==> src/rtl/fractal_ctrl_pkg.sv <==
// fractal_ctrl_pkg: register map, control bits and shared types for the fractal parameter sequencer
package fractal_ctrl_pkg;

    localparam logic [3:0] REG_CTRL      = 4'd0;
    localparam logic [3:0] REG_CR_BASE   = 4'd1;
    localparam logic [3:0] REG_CI_BASE   = 4'd2;
    localparam logic [3:0] REG_DCR       = 4'd3;
    localparam logic [3:0] REG_DCI       = 4'd4;
    localparam logic [3:0] REG_DX        = 4'd5;
    localparam logic [3:0] REG_DY        = 4'd6;
    localparam logic [3:0] REG_X0        = 4'd7;
    localparam logic [3:0] REG_Y0        = 4'd8;
    localparam logic [3:0] REG_NSTEPS    = 4'd9;
    localparam logic [3:0] REG_FRAME_DIV = 4'd10;

    localparam int CTRL_RUN    = 0;
    localparam int CTRL_STEP   = 1;
    localparam int CTRL_COMMIT = 2;

    typedef enum logic [1:0] {IDLE = 2'd0, RUN = 2'd1, PAUSED = 2'd2} seq_state_t;
    typedef enum logic {FWD = 1'b0, BWD = 1'b1} path_dir_t;

endpackage

==> src/rtl/fractal_c_stepper.sv <==
// fractal_c_stepper: walks the Julia constant back and forth along base + idx*delta, idx in [0, nsteps]
module fractal_c_stepper
    import fractal_ctrl_pkg::*;
(
    input  logic               clk,
    input  logic               resetn,
    input  logic               advance,
    input  logic               load,
    input  logic signed [31:0] base_cr,
    input  logic signed [31:0] base_ci,
    input  logic signed [31:0] delta_cr,
    input  logic signed [31:0] delta_ci,
    input  logic [31:0]        nsteps,
    output logic signed [31:0] cr,
    output logic signed [31:0] ci
);

    logic [31:0] idx;
    path_dir_t   dir;
    logic        at_end, up;

    // >= keeps the walk bounded if nsteps is lowered below idx mid-path
    always_comb begin
        at_end = (dir == FWD) ? (idx >= nsteps) : (idx == '0);
        up     = (dir == FWD) ^ at_end;
    end

    always_ff @(posedge clk) begin
        if (!resetn) begin
            cr  <= '0;
            ci  <= '0;
            idx <= '0;
            dir <= FWD;
        end else if (load) begin
            cr  <= base_cr;
            ci  <= base_ci;
            idx <= '0;
            dir <= FWD;
        end else if (advance && nsteps != '0) begin
            idx <= up ? idx + 32'd1 : idx - 32'd1;
            cr  <= up ? cr + delta_cr : cr - delta_cr;
            ci  <= up ? ci + delta_ci : ci - delta_ci;
            dir <= at_end ? ((dir == FWD) ? BWD : FWD) : dir;
        end
    end

endmodule

==> src/rtl/fractal_param_sequencer.sv <==
// fractal_param_sequencer: host shadow registers committed at frame boundaries, plus Julia-constant animation
module fractal_param_sequencer
    import fractal_ctrl_pkg::*;
#(
    parameter int CNT_W = 32
) (
    input  logic               clk,
    input  logic               resetn,
    input  logic               reg_wr,
    input  logic [3:0]         reg_addr,
    input  logic [31:0]        reg_wdata,
    output logic [31:0]        reg_rdata,
    input  logic               frame_start_in,
    input  logic               data_enable_in,
    output logic signed [31:0] cr_out,
    output logic signed [31:0] ci_out,
    output logic signed [31:0] dx_out,
    output logic signed [31:0] dy_out,
    output logic signed [31:0] x0_out,
    output logic signed [31:0] y0_out,
    output logic [CNT_W-1:0]   frame_count,
    output logic               running
);

    logic [31:0]      shd [REG_CR_BASE:REG_FRAME_DIV];
    seq_state_t       state, state_n;
    logic             pending, pending_n, armed, armed_n;
    logic [CNT_W-1:0] div_cnt;
    logic             b, ctrl_wr, shd_sel, apply, div_hit, advance;
    logic [31:0]      div_eff;

    assign b       = frame_start_in && data_enable_in;
    assign ctrl_wr = reg_wr && reg_addr == REG_CTRL;
    assign shd_sel = reg_addr >= REG_CR_BASE && reg_addr <= REG_FRAME_DIV;
    assign apply   = b && pending;
    assign div_eff = (shd[REG_FRAME_DIV] == '0) ? 32'd1 : shd[REG_FRAME_DIV];
    assign div_hit = div_cnt == CNT_W'(div_eff - 32'd1);
    assign running = state == RUN;

    always_ff @(posedge clk) begin
        if (!resetn)
            state <= IDLE;
        else
            state <= state_n;
    end

    // A pending commit at B wins over any advance; a step only arms while already paused
    always_comb begin
        state_n   = state;
        pending_n = pending;
        armed_n   = armed;
        advance   = 1'b0;
        if (ctrl_wr)
            state_n = reg_wdata[CTRL_RUN] ? RUN : ((state == IDLE) ? IDLE : PAUSED);
        pending_n = (ctrl_wr && reg_wdata[CTRL_COMMIT]) ? 1'b1 : (apply ? 1'b0 : pending);
        armed_n   = (state_n != PAUSED) ? 1'b0 :
                    (ctrl_wr && reg_wdata[CTRL_STEP] && state == PAUSED) ? 1'b1 :
                    b ? 1'b0 : armed;
        advance   = b && !pending && ((state == RUN) ? div_hit : (state == PAUSED && armed));
    end

    always_ff @(posedge clk) begin
        if (!resetn) begin
            pending     <= 1'b0;
            armed       <= 1'b0;
            div_cnt     <= '0;
            frame_count <= '0;
            dx_out      <= '0;
            dy_out      <= '0;
            x0_out      <= '0;
            y0_out      <= '0;
            reg_rdata   <= '0;
            for (int i = 1; i <= 10; i++)
                shd[i] <= '0;
        end else begin
            pending <= pending_n;
            armed   <= armed_n;
            if (reg_wr && shd_sel)
                shd[reg_addr] <= reg_wdata;
            if (b)
                frame_count <= frame_count + CNT_W'(1);
            if (apply) begin
                div_cnt <= '0;
                dx_out  <= shd[REG_DX];
                dy_out  <= shd[REG_DY];
                x0_out  <= shd[REG_X0];
                y0_out  <= shd[REG_Y0];
            end else if (b && state == RUN) begin
                div_cnt <= div_hit ? '0 : div_cnt + CNT_W'(1);
            end
            reg_rdata <= (reg_addr == REG_CTRL) ? {27'd0, state, pending, 2'b00} :
                         shd_sel ? shd[reg_addr] : 32'd0;
        end
    end

    fractal_c_stepper u_stepper (
        .clk      (clk),
        .resetn   (resetn),
        .advance  (advance),
        .load     (apply),
        .base_cr  (shd[REG_CR_BASE]),
        .base_ci  (shd[REG_CI_BASE]),
        .delta_cr (shd[REG_DCR]),
        .delta_ci (shd[REG_DCI]),
        .nsteps   (shd[REG_NSTEPS]),
        .cr       (cr_out),
        .ci       (ci_out)
    );

endmodule

==> config.mk <==
export PLATFORM = sky130hd
export DESIGN_NAME = fractal_param_sequencer
export DESIGN_NICKNAME = d
export VERILOG_FILES = /design/src/rtl/fractal_ctrl_pkg.sv /design/src/rtl/fractal_c_stepper.sv /design/src/rtl/fractal_param_sequencer.sv
export SDC_FILE = /design/constraint.sdc
export NUM_CORES = 2
export LEC_CHECK = 0
export BUFFER_PORTS_ARGS = -buffer_cell sky130_fd_sc_hd__clkbuf_2
export CAP_MARGIN = 20
export CORE_ASPECT_RATIO = 0.8
export CORE_MARGIN = 8
export CORE_UTILIZATION = 40
export DETAILED_ROUTE_END_ITERATION = 10
export PLACE_DENSITY_LB_ADDON = 0.05
export SLEW_MARGIN = 10
export SYNTH_ARGS = -nofsm -noshare
export SYNTH_HDL_FRONTEND = slang
export SYNTH_SLANG_ARGS = --single-unit
export TNS_END_PERCENT = 10
==> constraint.sdc <==
create_clock -name clk -period 9.95 [get_ports clk]
set_input_delay 0.995 -clock clk [delete_from_list [all_inputs] [get_ports clk]]
set_output_delay 0.995 -clock clk [all_outputs]
set_load 0.02 [all_outputs]
=== After elaboration in Yosys (flattened, before gate mapping) ===
Memories as Yosys holds them, arrays and structs flattened. A register that Yosys moved wholly into a read port is not among the register bits.
Index checks and enable logic that the tools add are counted.
W data, S select, Z words.

* Word-level logic and storage cells: 91
* Bits in latches: 0
* Memory bits (read-only): 0
* Register bits after elaboration: 197
* Output and inout bits: 257
* Memory bits (writable): 320
* Memories: 1
* Input bits: 41

* Magnitude comparators: 3
* Shifts and indexed selects: 0
* Add/sub/neg operators: 9
* Multiplexer cells: 28
* Divide/modulo/power cells: 0
* Multipliers: 0
* Bitwise gates (word level): 4
* Reduce and logical (&&, ||, !) cells: 31
* Equal/unequal tests: 4

{| class="wikitable"
|+ Memories
! name !! depth !! bits a word !! read ports !! clocked after memory_dff !! wr ports !! line !! source
|-
| shd || 10 || 32 || 11 || 4 || 10 || fractal_param_sequencer.sv:25 || <nowiki>logic [31:0] shd [REG_CR_BASE:REG_FRAME_DIV];</nowiki>
|}

{| class="wikitable"
|+ Operators with widths
! kind !! count
|-
| $mux W32 || 10
|-
| $add A32 B1 Y32 const B || 3
|-
| $add A32 B32 Y32 || 2
|-
| $logic_not A32 Y1 || 2
|-
| $sub A32 B1 Y32 const B || 2
|-
| $sub A32 B32 Y32 || 2
|-
| $eq A32 B32 Y1 || 1
|-
| $ge A32 B32 Y1 || 1
|-
| $reduce_bool A32 Y1 || 1
|-
| $reduce_or A32 Y1 || 1
|-
| $logic_and A1 B1 Y1 || 13
|-
| $mux W1 || 12
|-
| $mux W5 || 2
|-
| $mux W2 || 3
|-
| $reduce_bool A2 Y1 || 3
|-
| $logic_not A1 Y1 || 5
|-
| $ge A4 B1 Y1 const B || 1
|-
| $le A4 B4 Y1 const B || 1
|-
| $logic_not A4 Y1 || 1
|-
| $mux W4 || 1
|-
| $reduce_or A2 Y1 || 2
|-
| $not A1 Y1 || 3
|-
| $reduce_or A3 Y1 || 1
|-
| $eq A2 B1 Y1 const B || 1
|-
| 5 further kinds || 5
|}

=== Longest topological paths before layout ===
* Word-level depth: 9
* Depth in mapped cells: 25
* Gate-level depth less buffers: 23

=== Hierarchy ===
From an unflattened synthesis, not the netlist that was laid out.

* Cell total of the unflattened synthesis: 3680
* Area, all modules: 41763.8 um^2

{| class="wikitable"
|+ By module, submodules not included
! module !! sequential area each (um^2) !! times used !! cells each !! area each (um^2)
|-
| fractal_param_sequencer || 19578.8 || 1 || 2248 || 31043.5
|-
| fractal_c_stepper || 1941.9 || 1 || 1432 || 10720.3
|}

=== Worst setup path after synthesis ===
Ideal clock, no wire load.

* Path kind: reg2reg
* Start point: reg u_stepper.idx[0]
* End point: reg u_stepper.cr[26]
* Stages on the path, launching flop included: 25
* Path buffers: 2
* Clock period less this slack: 5.831 ns
* Path slack: 4.119 ns
* Data arrival time: 5.705 ns
* Data required time: 9.824 ns
* Setup time: 0.126 ns
* Cell sequence: dfxtp_1 > inv_1 > ha_1 > nor2b_1 > o21ai_0 > a41oi_1 > a221oi_1 > o21ai_0 > a21oi_1 > clkbuf_1 > clkbuf_1 > nand2_1 > xnor2_1 > ha_1 > o21a_1 > o31a_1 > o41ai_1 > a21oi_1 > o311ai_0 > a31oi_1 > a221o_1 > a21o_1 > a21oi_1 > xor2_1 > o211ai_1

* Word-level cells in the longest chain between the ends: 6
* Elaborated cells between the ends (all ways): 7
* Classes of those cells: order compare: 1; mux: 4; bitwise: 1; reduce/logical: 1

{| class="wikitable"
|+ Ends and longest elaborated chain
! item !! line !! source
|-
| start: declaration || fractal_c_stepper.sv:18 || <nowiki>logic [31:0] idx;</nowiki>
|-
| start signal: assignment || fractal_c_stepper.sv:40 || <nowiki>idx <= up ? idx + 32'd1 : idx - 32'd1;</nowiki>
|-
| $ge A32 B32 Y1 or $logic_not A32 Y1 (tied branches) || fractal_c_stepper.sv:24 || <nowiki>at_end = (dir == FWD) ? (idx >= nsteps) : (idx == '0);</nowiki>
|-
| $mux W1 (*) || fractal_c_stepper.sv:24 ||
|-
| $xor A1 B1 Y1 (*) || fractal_c_stepper.sv:25 || <nowiki>up = (dir == FWD) ^ at_end;</nowiki>
|-
| $mux W32 (*) || fractal_c_stepper.sv:41 || <nowiki>cr <= up ? cr + delta_cr : cr - delta_cr;</nowiki>
|-
| $mux W32 (*) || fractal_c_stepper.sv:39 || <nowiki>end else if (advance && nsteps != '0) begin</nowiki>
|-
| $mux W32 (*) || fractal_c_stepper.sv:34 || <nowiki>end else if (load) begin</nowiki>
|-
| end signal: assignment || fractal_c_stepper.sv:35 || <nowiki>cr <= base_cr;</nowiki>
|-
| end signal: assignment || fractal_c_stepper.sv:41 ||
|-
| end: declaration || fractal_c_stepper.sv:14 || <nowiki>output logic signed [31:0] cr,</nowiki>
|}

Mark *: on every way between the ends. The rest lies on a longest branch, timed or not. The select of a mux whose other input is x is not followed.
A chain may end at the register's enable or synchronous reset.

=== Worst setup path in the final report ===
* Start point: reg u_stepper.idx[0]
* End point: reg u_stepper.ci[31]

* Word-level cells in the longest chain between the ends: 6
* Elaborated cells between the ends (all ways): 7
* Classes of those cells: order compare: 1; mux: 4; bitwise: 1; reduce/logical: 1

{| class="wikitable"
|+ Ends and longest elaborated chain
! item !! line !! source
|-
| $ge A32 B32 Y1 or $logic_not A32 Y1 (tied branches) || fractal_c_stepper.sv:24 ||
|-
| $mux W1 (*) || fractal_c_stepper.sv:24 ||
|-
| $xor A1 B1 Y1 (*) || fractal_c_stepper.sv:25 ||
|-
| $mux W32 (*) || fractal_c_stepper.sv:42 || <nowiki>ci <= up ? ci + delta_ci : ci - delta_ci;</nowiki>
|-
| $mux W32 (*) || fractal_c_stepper.sv:39 ||
|-
| $mux W32 (*) || fractal_c_stepper.sv:34 ||
|-
| end signal: assignment || fractal_c_stepper.sv:36 || <nowiki>ci <= base_ci;</nowiki>
|-
| end signal: assignment || fractal_c_stepper.sv:42 ||
|-
| end: declaration || fractal_c_stepper.sv:15 || <nowiki>output logic signed [31:0] ci</nowiki>
|}

Marked as above.

==> impl_metrics.tcl <==
set metrics [dict create \
    crit_path_max_fanout 63 \
    synth_compound_area_share_pct 11.0 \
    nNetsFinal 4157 \
    final_util_pct 46.7 \
    core_area_um2 102000 \
    hp-start "y0_out[6]$_SDFFE_PN0P_" \
    die_h_um 303 \
    setup_tns_ns 0 \
    ys_types 86 \
    grt-ovfl-total 0 \
    port_buffers 297 \
    grt_pass1_wl_mm 203 \
    async_reset_ff_share_pct 0 \
    wirelength_mm 141 \
    final-setup-viol-count 0 \
    final_cell_mix "edfxtp_1, nand2_1, and2_1" \
    min_path_type "reg -> reg" \
    critPathLaunchType "register" \
    maxCapViolations 0 \
    synth_top_family_by_area "simple AND/OR/NAND/NOR gates" \
    yosysWarnings 0 \
    fillers 9393 \
    fmax_mhz 146 \
    total_power_mw 7.91 \
    synth-edff-count 500 \
    clock_latency_ns 0.71 \
    ys_dominant_reg_cell "edfxtp_1" \
    timing_hold_violations_final 0 \
    cts_made_buffers 90 \
    rr_startpoint "u_stepper.idx[0]$_SDFFE_PP0P_" \
    syn_avg_cell_area_um2 11.5 \
    critPathKind "reg -> reg" \
    cts_hold_buffers 0 \
    rows 105 \
    cts_sinks 825 \
    drive_above_1_share_pct 16.8 \
    globalRouteMet1Util_pct 37.0 \
    cp-end-kind "register" \
    post-cts-setup-buffers 0 \
    ys_seq_area_share_pct 52.2 \
    drc_errors 0 \
    io-pin-count 298 \
    viasPerCell 5.51 \
    min_period_ns 6.85 \
    relSlewSlack_pct 27.0 \
    grt_max_degree 172 \
    synth_area_um2 41200 \
    arrival_ns 7.42 \
    clockBufferDepth 3 \
    wl_per_cell_um 26.1 \
    vias 29788 \
    final_common_cell "edfxtp_1" \
    gr-usage-met2_pct 35.7 \
    h-tree-depth 3 \
    antenna_left 0 \
    finClkSkew_ns 0.0529 \
    cts_tree "yes" \
    rsz0062_at_grt "no" \
    synth_xor_area_share_pct 4.89 \
    synthSimpleGateAreaFrac_pct 16.1 \
    clk_pin_slew_ns 0.06 \
    die_x_um 375 \
    worst_pin_slew_ns 1.09 \
    place_ws_ns 3.15 \
    grtUsageTotal_pct 24.3 \
    dp_hpwl_mm 100 \
    required_ns 10.51 \
    gr-usage-met3_pct 4.93 \
    setup_slack_ns 3.10 \
    dr.pass1.iters 6 \
    gp_congestion 0.861 \
    peakVddDrop_mv 0.125 \
    area_growth_pct 15.9 \
    timing.final.max_slew_violations 0 \
    critical_path.startpoint "u_stepper.idx[0]$_SDFFE_PP0P_" \
    die_area_um2 114000 \
    ctsResizeCount 0 \
    drtIter0Drc 3159 \
    grt_pass1_vias 28265 \
    start_util_pct 40.3 \
    power.density_nw_per_um2 166 \
    synthMuxAreaShare_pct 9.14 \
    layout_worst_path_cycle_share_pct 68.9 \
    cellLeakagePower_nw 18.4 \
    ys_seq_elements 825 \
    synthCells 3576 \
    status "complete, no violations" \
    synth_adder_area_share_pct 4.06 \
    cts_root_buf "clkbuf_16" \
    gr-max-usage-layer "met1" \
    antenna_found_initial 26 \
]
## sequential cells by signal, indices dropped and copies added (netlist names)
name / flops
shd: 500
div_cnt: 32
dx_out: 32
dy_out: 32
frame_count: 32
reg_rdata: 32
u_stepper.ci: 32
u_stepper.cr: 32
u_stepper.idx: 32
x0_out: 32
y0_out: 32
state: 2
armed: 1
pending: 1
u_stepper.dir: 1
## final timing paths
check | slack [ns] | depth (start not counted) | endpoint
worst max-delay path | 3.10 | 23 | u_stepper.ci[31]$_SDFFE_PN0P_
worst min-delay path | 0.46 | 2 | y0_out[6]$_SDFFE_PN0P_
worst max register to register | 3.10 | 23 | u_stepper.ci[31]$_SDFFE_PN0P_
worst min register to register | 0.46 | 2 | y0_out[6]$_SDFFE_PN0P_
## power breakdown
group	total [mW]	switching, mW	internal (mW)
clock	3.40	1.50	1.90
sequential	3.92	0.132	3.78
combinational	0.594	0.371	0.223
## kinds of logic after synthesis
kind of cell               after synthesis
xor gates and xnor gates               230
buffers and inverters                  269
muxes                                  183
and+or+nand+nor                       1282
adders and majority gates              132
AOI/OAI and AO/OA                      654
other                                    1
DFF                                    825
## metal layers
| layer | vias to the layer above | part of all wire [%] | wire length [um] |
|---|---|---|---|
| met5 | - | 0 | 0 |
| met3 | 130 | 8.0 | 11300 |
| met1 | 14928 | 48 | 67600 |
| li1 | 13755 | - | - |
| met4 | 0 | 1.9 | 2630 |
| met2 | 975 | 42 | 59900 |
## stage by stage
stage,area [um^2],cells,hold slack [ns]
2_1_floorplan,41900,3755,0.451
3_3_place_gp,44700,5228,0.452
3_5_place_dp,44800,5229,0.457
4_1_cts,47700,5399,0.465
5_1_grt,47700,5399,0.484
6_report,47800,5406,0.463
## critical path: stages, from the launching register on
cell and delay (ns):
dfxtp_1 0.43, inv_1 0.11, ha_1 0.30, nor2b_1 0.04, o21ai_0 0.19, a41oi_1 0.14
a221oi_1 0.35, o21ai_0 0.26, a21oi_4 0.78, buf_4 0.69, o21ai_0 0.23, xnor2_1 0.17
ha_1 0.36, a21o_1 0.18, a221oi_1 0.39, a21boi_0 0.22, o211a_1 0.25, a221oi_1 0.50
o21a_1 0.22, o21ai_0 0.14, o31ai_1 0.32, xnor2_1 0.16, o21ai_1 0.06, and2_1 0.18
## synthesized netlist by cell type, drive strengths merged (31+ instances only)
| master | count | area, um^2 |
|---|---|---|
| a21oi | 122 | 611 |
| mux4 | 154 | 3470 |
| ha | 129 | 1610 |
| nor4 | 33 | 234 |
| and2 | 365 | 2280 |
| xor2 | 78 | 683 |
| buf | 44 | 221 |
| o211ai | 31 | 233 |
| nor2 | 172 | 646 |
| edfxtp | 500 | 15000 |
| nand3 | 41 | 205 |
| nor2b | 48 | 300 |
| a21boi | 142 | 1070 |
| xnor2 | 152 | 1330 |
| nor3 | 37 | 205 |
| dfxtp | 325 | 6510 |
| clkbuf | 149 | 559 |
| o21ai | 116 | 581 |
| inv | 76 | 285 |
| nand4 | 47 | 294 |
| nand2 | 405 | 1520 |
| a21o | 45 | 338 |
## layout make-up
| class | instances | area, um^2 | share of cell area, % |
|---|---|---|---|
| flip-flops and latches | 825 | 21500 | 45.1 |
| multi-input cells | 2661 | 19500 | 40.8 |
| clock buffers | 129 | 2570 | 5.39 |
| repair buffers | 330 | 1820 | 3.80 |
| well taps | 1337 | 1670 | 3.50 |
| clock inverters | 41 | 407 | 0.851 |
| inverters | 76 | 285 | 0.597 |
| diodes | 7 | 17.5 | 0.0367 |
(Power assumes the default switching activity.)
